--- config.mk ---
export PLATFORM = sky130hd
export DESIGN_NAME = multicycle_ctrl
export DESIGN_NICKNAME = d
export VERILOG_FILES = /design/src/rtl/mips_ctrl_pkg.sv /design/src/rtl/instr_decode.sv /design/src/rtl/multicycle_ctrl.sv
export SDC_FILE = /design/constraint.sdc
export NUM_CORES = 1
export LEC_CHECK = 0
export ABC_AREA = 1
export CORE_MARGIN = 1.5
export CORE_UTILIZATION = 40
export CTS_CLUSTER_DIAMETER = 120
export DETAILED_ROUTE_END_ITERATION = 10
export DONT_BUFFER_PORTS = 1
export SYNTH_ARGS = -nofsm -noshare
export SYNTH_HDL_FRONTEND = slang
export SYNTH_SLANG_ARGS = --single-unit
--- constraint.sdc ---
create_clock -name clk -period 2.04 [get_ports clk]
set_input_delay 0.204 -clock clk [delete_from_list [all_inputs] [get_ports clk]]
set_output_delay 0.204 -clock clk [all_outputs]
set_load 0.01 [all_outputs]
--- src/rtl/mips_ctrl_pkg.sv ---
// Shared encodings for the multi-cycle MIPS controller: FSM states, datapath
// select values, opcode/funct constants and the decoded instruction class.
package mips_ctrl_pkg;

  typedef enum logic [2:0] {
    ST_FETCH  = 3'd0,
    ST_DECODE = 3'd1,
    ST_EXEC   = 3'd2,
    ST_MEM    = 3'd3,
    ST_WB     = 3'd4,
    ST_HALT   = 3'd5
  } state_e;

  typedef enum logic [2:0] {
    NPC_PC4    = 3'd0,
    NPC_BRANCH = 3'd1,
    NPC_JIDX   = 3'd2,
    NPC_JR     = 3'd3
  } npc_sel_e;

  typedef enum logic [2:0] {
    DST_RT = 3'd0,
    DST_RD = 3'd1,
    DST_RA = 3'd2
  } regw_dst_e;

  typedef enum logic [2:0] {
    SRC_ALU = 3'd0,
    SRC_MEM = 3'd1,
    SRC_IMM = 3'd2,
    SRC_PC4 = 3'd3
  } regw_src_e;

  typedef enum logic [2:0] {
    ALUB_REG = 3'd0,
    ALUB_IMM = 3'd1
  } alu_src_e;

  typedef enum logic [2:0] {
    EXT_ZERO = 3'd0,
    EXT_SIGN = 3'd1,
    EXT_LUI  = 3'd2
  } ext_op_e;

  typedef enum logic [3:0] {
    ALU_ADD = 4'd0,
    ALU_SUB = 4'd1,
    ALU_OR  = 4'd2,
    ALU_EQ  = 4'd3
  } alu_op_e;

  typedef enum logic [2:0] {
    WIDTH_WORD = 3'd0
  } width_e;

  localparam logic [5:0] OP_RTYPE = 6'h00;
  localparam logic [5:0] OP_ORI   = 6'h0D;
  localparam logic [5:0] OP_LW    = 6'h23;
  localparam logic [5:0] OP_SW    = 6'h2B;
  localparam logic [5:0] OP_BEQ   = 6'h04;
  localparam logic [5:0] OP_LUI   = 6'h0F;
  localparam logic [5:0] OP_JAL   = 6'h03;

  localparam logic [5:0] FN_SLL = 6'h00;
  localparam logic [5:0] FN_ADD = 6'h20;
  localparam logic [5:0] FN_SUB = 6'h22;
  localparam logic [5:0] FN_JR  = 6'h08;

  typedef enum logic [3:0] {
    IC_NOP,
    IC_ADD,
    IC_SUB,
    IC_ORI,
    IC_LW,
    IC_SW,
    IC_BEQ,
    IC_LUI,
    IC_JAL,
    IC_JR,
    IC_ILLEGAL
  } instr_class_e;

endpackage

--- src/rtl/instr_decode.sv ---
// Combinational opcode/funct classifier; anything outside the supported set
// is reported as illegal.
module instr_decode
  import mips_ctrl_pkg::*;
(
  input  logic [5:0]   opcode_i,
  input  logic [5:0]   funct_i,
  output instr_class_e cls_o,
  output logic         illegal_o
);

  always_comb begin
    cls_o = IC_ILLEGAL;
    case (opcode_i)
      OP_RTYPE: begin
        case (funct_i)
          FN_SLL:  cls_o = IC_NOP;
          FN_ADD:  cls_o = IC_ADD;
          FN_SUB:  cls_o = IC_SUB;
          FN_JR:   cls_o = IC_JR;
          default: cls_o = IC_ILLEGAL;
        endcase
      end
      OP_ORI:  cls_o = IC_ORI;
      OP_LW:   cls_o = IC_LW;
      OP_SW:   cls_o = IC_SW;
      OP_BEQ:  cls_o = IC_BEQ;
      OP_LUI:  cls_o = IC_LUI;
      OP_JAL:  cls_o = IC_JAL;
      default: cls_o = IC_ILLEGAL;
    endcase
    illegal_o = (cls_o == IC_ILLEGAL);
  end

endmodule

--- src/rtl/multicycle_ctrl.sv ---
// Multi-cycle sequencing controller: FETCH/DECODE/EXEC/MEM/WB walk with a
// variable-latency memory handshake, timeout halt and retired counter.
module multicycle_ctrl
  import mips_ctrl_pkg::*;
#(
  parameter int unsigned RET_W  = 32,
  parameter int unsigned MEM_TO = 15
) (
  input  logic             clk,
  input  logic             reset,
  input  logic [5:0]       opcode,
  input  logic [5:0]       funct,
  input  logic             cmp,
  input  logic             mem_ready,
  output logic             ir_write_enable,
  output logic             pc_write_enable,
  output logic             reg_write_enable,
  output logic             mem_write_enable,
  output logic             mem_req,
  output logic [3:0]       alu_op,
  output logic [2:0]       ext_op,
  output logic [2:0]       alu_src,
  output logic [2:0]       nPC_sel,
  output logic [2:0]       regw_dst,
  output logic [2:0]       regw_src,
  output logic [2:0]       width,
  output logic [2:0]       state,
  output logic             instr_done,
  output logic             illegal,
  output logic             mem_err,
  output logic [RET_W-1:0] retired
);

  localparam logic [7:0] MEM_TO_W = MEM_TO[7:0];

  state_e           state_q, state_d;
  logic [7:0]       wait_q, wait_d;
  logic             mem_err_q, mem_err_d;
  logic [RET_W-1:0] retired_q, retired_d;

  instr_class_e cls;
  logic         dec_illegal;

  instr_decode u_decode (
    .opcode_i (opcode),
    .funct_i  (funct),
    .cls_o    (cls),
    .illegal_o(dec_illegal)
  );

  always_ff @(posedge clk or negedge reset) begin
    if (!reset) begin
      state_q   <= ST_FETCH;
      wait_q    <= '0;
      mem_err_q <= 1'b0;
      retired_q <= '0;
    end else begin
      state_q   <= state_d;
      wait_q    <= wait_d;
      mem_err_q <= mem_err_d;
      retired_q <= retired_d;
    end
  end

  always_comb begin
    ir_write_enable  = 1'b0;
    pc_write_enable  = 1'b0;
    reg_write_enable = 1'b0;
    mem_write_enable = 1'b0;
    mem_req          = 1'b0;
    instr_done       = 1'b0;
    illegal          = 1'b0;
    alu_op           = ALU_ADD;
    ext_op           = EXT_ZERO;
    alu_src          = ALUB_REG;
    nPC_sel          = NPC_PC4;
    regw_dst         = DST_RT;
    regw_src         = SRC_ALU;
    width            = WIDTH_WORD;
    state_d          = state_q;
    wait_d           = '0;
    mem_err_d        = mem_err_q;

    // Outputs are gated by reset so that FETCH's IR strobe stays low while
    // the controller is held in reset.
    if (reset) begin
      case (state_q)
        ST_FETCH: begin
          ir_write_enable = 1'b1;
          state_d         = ST_DECODE;
        end

        ST_DECODE: begin
          if (dec_illegal) begin
            illegal         = 1'b1;
            pc_write_enable = 1'b1;
            instr_done      = 1'b1;
            state_d         = ST_FETCH;
          end else if (cls == IC_JAL || cls == IC_JR) begin
            state_d = ST_WB;
          end else begin
            state_d = ST_EXEC;
          end
        end

        ST_EXEC: begin
          case (cls)
            IC_ADD: state_d = ST_WB;
            IC_SUB: begin
              alu_op  = ALU_SUB;
              state_d = ST_WB;
            end
            IC_ORI: begin
              alu_op  = ALU_OR;
              alu_src = ALUB_IMM;
              state_d = ST_WB;
            end
            IC_LUI: begin
              ext_op  = EXT_LUI;
              state_d = ST_WB;
            end
            IC_NOP: state_d = ST_WB;
            IC_LW, IC_SW: begin
              alu_src = ALUB_IMM;
              ext_op  = EXT_SIGN;
              state_d = ST_MEM;
            end
            IC_BEQ: begin
              alu_op          = ALU_EQ;
              ext_op          = EXT_SIGN;
              pc_write_enable = 1'b1;
              nPC_sel         = cmp ? NPC_BRANCH : NPC_PC4;
              instr_done      = 1'b1;
              state_d         = ST_FETCH;
            end
            default: state_d = ST_FETCH;
          endcase
        end

        ST_MEM: begin
          alu_src          = ALUB_IMM;
          ext_op           = EXT_SIGN;
          mem_req          = 1'b1;
          mem_write_enable = (cls == IC_SW);
          if (mem_ready) begin
            if (cls == IC_LW) begin
              state_d = ST_WB;
            end else begin
              pc_write_enable = 1'b1;
              instr_done      = 1'b1;
              state_d         = ST_FETCH;
            end
          end else if (wait_q + 8'd1 == MEM_TO_W) begin
            mem_err_d = 1'b1;
            state_d   = ST_HALT;
          end else begin
            wait_d = wait_q + 8'd1;
          end
        end

        ST_WB: begin
          reg_write_enable = 1'b1;
          pc_write_enable  = 1'b1;
          instr_done       = 1'b1;
          state_d          = ST_FETCH;
          case (cls)
            IC_ADD: regw_dst = DST_RD;
            IC_SUB: begin
              regw_dst = DST_RD;
              alu_op   = ALU_SUB;
            end
            IC_ORI: begin
              alu_op  = ALU_OR;
              alu_src = ALUB_IMM;
            end
            IC_LUI: begin
              regw_src = SRC_IMM;
              ext_op   = EXT_LUI;
            end
            IC_LW: regw_src = SRC_MEM;
            IC_JAL: begin
              regw_dst = DST_RA;
              regw_src = SRC_PC4;
              nPC_sel  = NPC_JIDX;
            end
            IC_JR: begin
              reg_write_enable = 1'b0;
              nPC_sel          = NPC_JR;
            end
            default: reg_write_enable = 1'b0;
          endcase
        end

        ST_HALT: state_d = ST_HALT;

        default: state_d = ST_FETCH;
      endcase
    end
  end

  assign retired_d = instr_done ? retired_q + RET_W'(1) : retired_q;

  assign state   = state_q;
  assign mem_err = mem_err_q;
  assign retired = retired_q;

endmodule

* Word level (Yosys, flattened, before mapping)
Cells that the tools add are included.
** Operators by class
- $add $sub $neg :: 2
- Multipliers :: 0
- Divide/modulo/power cells :: 0
- Order comparisons :: 0
- Eq/ne operators :: 26
- Shifts and indexed selects :: 0
- Muxes and demuxes :: 53
- Bitwise operators :: 1
- Reductions and logical operators :: 13
** Operator list (count)
- 32-bit by 1-bit adder with 32-bit output (second input constant) :: 1
- 8-bit two-way mux :: 4
- 4-bit case mux with 7 select lines :: 1
- 6-bit equality test (second input constant) :: 4
- 2-bit case mux with 2 select lines :: 6
- 1-bit two-way mux :: 21
- 6-bit by 4-bit equality test with 1-bit output (second input constant) :: 3
- 2-bit case mux with 3 select lines :: 3
- 4-bit by 3-bit equality test with 1-bit output (second input constant) :: 4
- 2-bit two-way mux :: 8
- 4-bit case mux with 4 select lines :: 1
- 3-bit two-way mux :: 5
- 3-bit case mux with 5 select lines :: 1
- 4-bit equality test (second input constant) :: 3
- 6-bit zero test :: 2
- 8-bit by 1-bit adder with 8-bit output (second input constant) :: 1
- 4-bit by 2-bit equality test with 1-bit output (second input constant) :: 2
- 8-bit by 4-bit equality test with 1-bit output (second input constant) :: 1
- 3-bit by 2-bit equality test with 1-bit output (second input constant) :: 2
- 3-bit equality test (second input constant) :: 2
- 6-bit by 2-bit equality test with 1-bit output (second input constant) :: 1
- 6-bit by 3-bit equality test with 1-bit output (second input constant) :: 1
- 3-bit case mux with 2 select lines :: 1
- 3-bit OR reduction :: 2
- 14 further kinds :: 15
** Word-level totals
- Flip-flop bits (word level) :: 44
- Bits in latches :: 0
- RAM bits :: 0
- ROM bits :: 0
- Input port bits :: 16
- Output and inout bits :: 65
- Word-level logic and storage cells :: 99
- Memories kept :: 0

* Depth between registers and ports, before layout
Gate-level depths: netlist of the first run.
- Word-level depth :: 8
- Mapped depth :: 14
- Depth with buffers taken out :: 13

* Hierarchy
A second synthesis of the first run with hierarchy kept.
** Unflattened totals
- Cells, all modules :: 529
- Area total of the unflattened synthesis :: 3369.5 sq um
** By module, submodules not included
- multicycle_ctrl :: times used 1, cells each 471, area each 3089.2 sq um, seq. area each 1101.1 sq um
- instr_decode :: times used 1, cells each 58, area each 280.3 sq um, seq. area each 0.0 sq um

* Worst setup path after synthesis of the first run
OpenSTA, ideal clock, no wires.
- Path kind :: reg-to-output
- Start point :: register state_q[2], in the netlist state[2]
- End point :: output pc_write_enable
- Arrival time :: 1.523 ns
- Required time :: 1.836 ns
- Slack :: 0.313 ns
- Stages on the path, launching flop included :: 10
- Buffers on the path :: 2
- Path through :: dfrtp_1 -> nor3_1 -> inv_1 -> nor2_1 -> nor2_1 -> nand3_4 -> nand2_4 -> buf_6 -> inv_1 -> buf_4
** Between the ends
- Cells in the longest elaborated chain, start to end :: 3
- Elaborated cells between the ends (all ways) :: 6
- Those cells by class :: eq/ne: 4; mux: 2
** RTL lines
- start, declared :: RTL line multicycle_ctrl.sv:36 : state_e state_q, state_d;
- start signal, assigned :: RTL line multicycle_ctrl.sv:58 : state_q <= state_d;
- 3-bit equality test (tied with other cells)
- 1-bit case mux with 4 select lines *
- 1-bit two-way mux *
- end, declared :: RTL line multicycle_ctrl.sv:16 : output logic pc_write_enable,
Every way passes the cells marked *; elsewhere a longest branch is shown, timed or not.

* Final worst setup path of the first run
- Start point :: register state_q[1], in the netlist state[1]
- End point :: output instr_done
** Between the ends
- Cells in the longest elaborated chain, start to end :: 3
- Elaborated cells between the ends (all ways) :: 6
- Those cells by class :: eq/ne: 4; mux: 2
** RTL lines
- 3-bit equality test (tied with other cells) :: RTL line multicycle_ctrl.sv:87 : case (state_q)
- 1-bit case mux with 4 select lines * :: RTL line multicycle_ctrl.sv:87
- 1-bit two-way mux * :: RTL line multicycle_ctrl.sv:86 : if (reset) begin
- end, declared :: RTL line multicycle_ctrl.sv:28 : output logic instr_done,
Marked as above.

==> summary.txt, run 1 <==
Synth
  – Register bit count reported by yosys: 44
  – Ys Warns: 0
  – Biggest area contributors in the synthesized netlist: sky130_fd_sc_hd__dfrtp_1, sky130_fd_sc_hd__nand2_1, sky130_fd_sc_hd__nand3_1, sky130_fd_sc_hd__nor2_1, sky130_fd_sc_hd__xor2_1
  – EDFF count, synth: 0
  – Prevailing post-synth register cell: sky130_fd_sc_hd__dfrtp_1
  – Synthesized netlist cell count: 488
  – Fraction of synthesis flops using an asynchronous set or reset pin: 100%
  – Fraction of post-synthesis cell area in the top cell type by area: 33.5%
  – Summed instance area of the synthesized netlist: 0.00329 mm²
  – Post-synth cell types: 30
  – Proportion of synthesized chip area in sequential cells: 33.5%
  – Mean Syn Cell Area: 6.74 µm²
  – Cell accounting for the most synthesized area: sky130_fd_sc_hd__dfrtp_1

Setup path
  – Sort of element at the start of the critical path: flip-flop
  – List of cells traversed by the critical path: inv_1, nand2_1, nor2_1, nand4_2, nand3_4, nand2_8, clkinvlp_4
  – Crit. End Element: output port
  – Arrival time reported for the critical path endpoint: 1.73 ns
  – CP max FO: 16
  – Critical path class: reg2out
  – Critical Path Slowest Stage Cell: sky130_fd_sc_hd__dfrtp_2
  – Max incr delay on CP: 0.47 ns
  – Critical path required time: 1.84 ns

Detailed routing
  – Detail-routed net length per standard cell: 14.5 µm
  – Number of optimization iterations in the first detailed-route pass: 5
  – Vias: 3082
  – DRC viols: 0
  – Initial DRC count: 202
  – Post-detailed-routing wire length: 8650 µm
  – Vias per cell: 5.17
  – Post-route antenna net violation count: 0

Clock tree
  – CTS Buf Count: 5
  – Number of clock sinks: 44
  – Insertion delay of the later-clocked pin in the worst-skew pair: 0.30 ns
  – Number of H-tree levels: 2
  – Clock transition time at the flip-flop clock pins of the worst setup and hold paths: 0.09 ns
  – Clock tree from TritonCTS: done
  – Cell at the root of the clock tree: sky130_fd_sc_hd__clkbuf_8
  – Maximum buffer depth of the clock tree: 2

Die
  – Top-Level Pins: 81
  – Area inside the core boundary: 0.00785 mm²
  – Chip Height: 93.7 µm
  – Die area: 0.00878 mm²
  – Number of rows created at floorplan: 32
  – Die X: 93.7 µm
  – Starting Density: 41.9%

Power and ir drop
  – Seq pwr share: 49.1%
  – Ratio of total power to cell area: 576 mW/mm²
  – Fraction of power spent switching nets: 34.8%
  – Combinational share of power: 22.2%
  – Internal power: 1.33 mW
  – Static power due to leakage: 1.80 nW
  – Sw Pwr: 0.712 mW
  – Max VDD drop: 0.372 mV
  – Relative contribution of the clock network to total power: 28.7%

STA
  – RSZ-0062 raised after global routing: yes
  – Final critical delay including setup and external delays: 1.93 ns
  – Max Slew Vio Count: 0
  – Maximum clock frequency: 0.518 GHz
  – Hold slack final: 0.0564 ns
  – Clock tree skew after final layout: 0.0113 ns
  – Final period utilization: 94.7%
  – Final setup vio count: 0
  – Post-layout worst setup margin: 0.109 ns
  – Final hold violation count: 0

Layout
  – Net total in the final layout: 512
  – Share of post-route cells with drive strength above 1: 9.72%
  – Number of antenna cells inserted: 0
  – Layout overhead on the synthesized area: 7.79%
  – Layout Utilization: 45.2%
  – Cell area after layout: 0.00355 mm²

Placed design
  – Weighted congestion reported at the end of routability-driven placement: 0.919
  – Post-Place Worst Slack: 0.231 ns
  – Post-DP HPWL: 6440 µm
  – Port Buffers: 0
  – Instance area after placement: 0.00338 mm²

Global routing
  – GRT Max-Usage Layer: met1
  – Leftover overflow at the end of global routing: 0
  – Met2 capacity usage during global routing: 30.7%
  – Maximum number of pins on one net before global-route repair: 45
  – Overall track demand over capacity in global routing: 21.0%
  – GRT met3 Usage: 5.02%
  – Initial antenna violation count: 0
  – Vias in the first global route: 2978
  – GR Layer Usage met1: 30.9%
  – Wire length of the first global-routing pass: 14700 µm

Status
  – Run status: finished, final reports clean

Hold path
  – Class of the tightest hold or removal check: in2reg

Job
  – Max-capacitance violation count: 0
-- synthesized netlist by cell type, types with 4 or more instances --
cell type                 count
sky130_fd_sc_hd__nand2_1    148
sky130_fd_sc_hd__nor2_1      64
sky130_fd_sc_hd__nand3_1     57
sky130_fd_sc_hd__inv_1       47
sky130_fd_sc_hd__dfrtp_1     44
sky130_fd_sc_hd__xor2_1      22
sky130_fd_sc_hd__nor3_1      18
sky130_fd_sc_hd__buf_4       13
sky130_fd_sc_hd__xnor2_1     12
sky130_fd_sc_hd__nand4_1     11
sky130_fd_sc_hd__a21oi_1      8
sky130_fd_sc_hd__buf_2        5
sky130_fd_sc_hd__nand2_2      4
sky130_fd_sc_hd__nor4_1       4
-- cells in the final DEF (no fill, tap or decap), types with 3 or more instances in the layout --
cell                         n
sky130_fd_sc_hd__nand3_2     4
sky130_fd_sc_hd__nand3b_1    3
sky130_fd_sc_hd__xnor2_1    12
sky130_fd_sc_hd__dfrtp_1    41
sky130_fd_sc_hd__nand3_1    56
sky130_fd_sc_hd__buf_4       9
sky130_fd_sc_hd__nand2_1   148
sky130_fd_sc_hd__ha_1        3
sky130_fd_sc_hd__xor2_1     22
sky130_fd_sc_hd__nor2_1     60
sky130_fd_sc_hd__clkbuf_8    6
sky130_fd_sc_hd__nand2_2     4
sky130_fd_sc_hd__nor2_2      5
sky130_fd_sc_hd__dfrtp_2     3
sky130_fd_sc_hd__conb_1     11
sky130_fd_sc_hd__nor2_4      3
sky130_fd_sc_hd__nand4_1    11
sky130_fd_sc_hd__nor3_1     17
sky130_fd_sc_hd__a21oi_1     8
sky130_fd_sc_hd__inv_1      45
sky130_fd_sc_hd__nor4_1      4
sky130_fd_sc_hd__inv_2       4
-- state kept, by name, summed over array words and instances, names as in the netlist --
name and flops:
wait_q 8, state 3, retired 32, mem_err 1
-- critical path, delay by kind of cell (launching register included) --
| kind | cells | cell delay [ns] |
|---|---|---|
| buffers and inverters | 2 | 0.23 |
| flip-flops | 1 | 0.47 |
| AND/OR/NAND/NOR | 5 | 0.73 |
-- timing repair --
action                     CTS  global route
hold endpoints to repair    44             0
resized for setup            3            10
cloned                       0             0
hold buffers                 2             0
setup buffers                0             0
setup endpoints to repair    4            12
-- path summary, 6_finish.rpt --
| path | startpoint | to | slack [ns] | depth (start not counted) |
|---|---|---|---|---|
| worst min register to register | wait_q[0]$_DFF_PN0_ | wait_q[0]$_DFF_PN0_ | 0.49 | 1 |
| worst max-delay path | state[1]$_DFFE_PN0P_ | instr_done | 0.11 | 7 |
| min in group asynchronous | reset | retired[27]$_DFFE_PN0P_ | 0.44 | 2 |
| worst min-delay path | reset | retired[25]$_DFFE_PN0P_ | 0.06 | 2 |
| max in group asynchronous | reset | retired[4]$_DFFE_PN0P_ | 1.39 | 2 |
| worst max register to register | retired[1]$_DFFE_PN0P_ | retired[24]$_DFFE_PN0P_ | 0.20 | 9 |
-- layout make-up --
cell class              count  area (µm²)
inverters                  50         191
flip-flops and latches     44        1100
repair buffers             12         125
fillers                   821        4300
clock buffers               6        82.6
multi-input cells         380        1910
clock inverters             2        10.0
well taps                 102         128
-- per-layer routing --
metal	up-vias	wire (µm)
met3	16	757
met2	127	3710
li1	1533	-
met1	1406	4050
met4	0	140
met5	-	0
-- per-stage QoR --
stage | cells | total power [mW] | setup TNS (ns)
after floorplan | 498 | 1.36 | 0
after global placement | 586 | 1.43 | 0
after detailed placement | 586 | 1.43 | 0
after CTS | 596 | 2.05 | 0
after global routing | 596 | 2.17 | -0.0339
final | 596 | 2.04 | 0
-- logic make-up after synthesis --
family / Yosys count / synth area share [%]
other: 1 / 0.114
AOI/OAI and AO/OA: 13 / 2.32
xor gates and xnor gates: 34 / 9.05
and+or+nand+nor: 319 / 43.1
DFF: 44 / 33.5
buffers and inverters: 74 / 10.8
adders and majority gates: 3 / 1.14
-- power by group through the flow --
stage               logic [mW]  registers, mW  clock network, mW
floorplan                0.356           1.01                  0
global placement         0.408           1.02                  0
detailed placement       0.413           1.02                  0
CTS                      0.441           1.00              0.610
global route             0.510           1.02              0.643
finish                   0.454           1.00              0.587
(Power assumes the default switching activity.)
==> run 2, diff against run 1 <==
--- a/config.mk
+++ b/config.mk
@@ -6,11 +6,11 @@
 export NUM_CORES = 1
 export LEC_CHECK = 0
 export ABC_AREA = 1
+export BUFFER_PORTS_ARGS = -buffer_cell sky130_fd_sc_hd__clkbuf_2
 export CORE_MARGIN = 1.5
 export CORE_UTILIZATION = 40
 export CTS_CLUSTER_DIAMETER = 120
 export DETAILED_ROUTE_END_ITERATION = 10
-export DONT_BUFFER_PORTS = 1
 export SYNTH_ARGS = -nofsm -noshare
 export SYNTH_HDL_FRONTEND = slang
 export SYNTH_SLANG_ARGS = --single-unit
==> summary.txt, run 2 (synthesis gave the netlist of run 1 again) <==
Status
  – Run status: finished, final reports clean

STA
  – Hold slack final: 0.166 ns
  – Max Slew Vio Count: 0
  – Clock tree skew after final layout: 0.00503 ns
  – Final setup vio count: 0
  – Final hold violation count: 0
  – Transition time at the pin with the least slew margin: 0.622 ns
  – RSZ-0062 raised after global routing: no
  – Final period utilization: 96.1%
  – Final critical delay including setup and external delays: 1.96 ns
  – Maximum clock frequency: 0.510 GHz
  – Final setup TNS: 0 ns
  – Relative slew margins: 58.6%

Die
  – Top-Level Pins: 81
  – Die area: 0.00878 mm²
  – Number of rows created at floorplan: 32
  – Die X: 93.7 µm
  – Starting Density: 41.9%
  – Area inside the core boundary: 0.00785 mm²
  – Chip Height: 93.7 µm

Detailed routing
  – Number of optimization iterations in the first detailed-route pass: 5
  – Initial DRC count: 188
  – Detail-routed net length per standard cell: 13.0 µm
  – Vias: 3296
  – DRC viols: 0
  – Post-route antenna net violation count: 0
  – Vias per cell: 4.94
  – Post-detailed-routing wire length: 8660 µm

Clock tree
  – Clock tree from TritonCTS: done
  – Insertion delay of the later-clocked pin in the worst-skew pair: 0.31 ns
  – Cell at the root of the clock tree: sky130_fd_sc_hd__clkbuf_8
  – CTS Buf Count: 5
  – Clock transition time at the flip-flop clock pins of the worst setup and hold paths: 0.09 ns
  – Number of clock sinks: 44
  – Number of H-tree levels: 2
  – Maximum buffer depth of the clock tree: 2

Global routing
  – Vias in the first global route: 3020
  – Maximum number of pins on one net before global-route repair: 58
  – Wire length of the first global-routing pass: 14800 µm
  – Initial antenna violation count: 0
  – Leftover overflow at the end of global routing: 0
  – Overall track demand over capacity in global routing: 20.9%

Placed design
  – Post-DP HPWL: 6680 µm
  – Port Buffers: 69
  – Weighted congestion reported at the end of routability-driven placement: 0.927

Layout
  – Flip-flop count of the largest register, all copies and words added: 32
  – Commonest cells after routing, fill and taps aside: sky130_fd_sc_hd__nand2_1, sky130_fd_sc_hd__clkbuf_2, sky130_fd_sc_hd__nor2_1
  – Filler instances: 833
  – Share of post-route cells with drive strength above 1: 21.6%
  – Net total in the final layout: 583
  – Leading cell type in the layout, fill and taps excluded: sky130_fd_sc_hd__nand2_1
  – Layout overhead on the synthesized area: 18.3%
  – Number of antenna cells inserted: 0

Setup path
  – Critical path class: reg2out
  – Startpoint of the most critical setup path: state[0]$_DFFE_PN0P_
  – Arrival time reported for the critical path endpoint: 1.76 ns
  – Critical R2R Launch: wait_q[0]$_DFF_PN0_
  – Worst setup slack for register-to-register paths: 0.23 ns
  – Sort of element at the start of the critical path: flip-flop
  – Critical path required time: 1.84 ns
  – CP max FO: 6
  – Crit. End Element: output port

Hold path
  – Class of the tightest hold or removal check: in2async

Power and ir drop
  – Sum of internal, switching and leakage power: 2.25 mW
  – Static power due to leakage: 2.13 nW
  – Ratio of total power to cell area: 579 mW/mm²
  – Max VDD drop: 0.465 mV

Job
  – Max-capacitance violation count: 0
==> run 2: changes by cell type in the layout (fill, tap and decap cells not counted), moves of 2 or more <==
cell | before | now
sky130_fd_sc_hd__buf_4 | 9 | 13
sky130_fd_sc_hd__clkbuf_2 | 0 | 68
sky130_fd_sc_hd__clkinv_2 | 2 | 0
sky130_fd_sc_hd__clkinv_4 | 0 | 2
sky130_fd_sc_hd__inv_2 | 4 | 6
==> run 2: final cells by class <==
class                   instances  area, µm²  area share [%]
inverters                      50        188            4.82
flip-flops and latches         44       1100            28.4
clock buffers                   5       68.8            1.77
well taps                     102        128            3.28
multi-input cells             380       1900            48.9
repair buffers                 83        453            11.6
clock inverters                 3       47.5            1.22
==> run 2: stage by stage <==
step	cell area [µm²]	std cells	utilization, %	setup WS [ns]
2_1_floorplan	3330	498	-	0.313
3_3_place_gp	3700	654	47.2	0.243
3_5_place_dp	3700	654	47.2	0.205
4_1_cts	3830	663	48.8	0.00399
5_1_grt	3890	667	49.6	0.00854
6_report	3890	667	49.6	0.0804
==> run 2: final timing paths <==
kind	endpoint	depth (start not counted)
min reg2reg	mem_err$_DFFE_PN0P_	1
min	retired[29]$_DFFE_PN0P_	2
max reg2reg	state[0]$_DFFE_PN0P_	10
max in group asynchronous	retired[24]$_DFFE_PN0P_	3
max	alu_op[0]	8
min in group clk	retired[29]$_DFFE_PN0P_	4
==> run 2: power breakdown <==
part	internal [mW]	switching (mW)	total, mW
Clock	0.369	0.339	0.709
Combinational	0.190	0.364	0.554
Sequential	0.917	0.0745	0.992
==> run 2: routing by layer <==
layer	global-route usage (%)	vias to the layer above	routed length (µm)
li1	-	1677	-
met1	31.3	1516	4360
met2	31.5	93	3790
met3	2.99	10	406
met4	5.10	0	104
met5	0	-	0
==> run 2: worst max-delay path, cell delays in order, from the launching register on <==
cell and delay (ns):
sky130_fd_sc_hd__dfrtp_2 0.46, sky130_fd_sc_hd__nor2_1 0.11, sky130_fd_sc_hd__inv_1 0.09, sky130_fd_sc_hd__nor2_4 0.12, sky130_fd_sc_hd__inv_1 0.08, sky130_fd_sc_hd__nor2_2 0.14, sky130_fd_sc_hd__nand2_1 0.09, sky130_fd_sc_hd__a21oi_1 0.20
sky130_fd_sc_hd__clkbuf_2 0.17
==> run 2: what timing repair did <==
action / CTS / global route
gates resized for setup: 2 / 13
hold buffers: 1 / 0
buffers inserted: 0 / 4
hold endpoints to repair: 3 / 0
endpoints found under the setup margin: 5 / 10
gates cloned: 0 / 0
pin swaps: 0 / 1
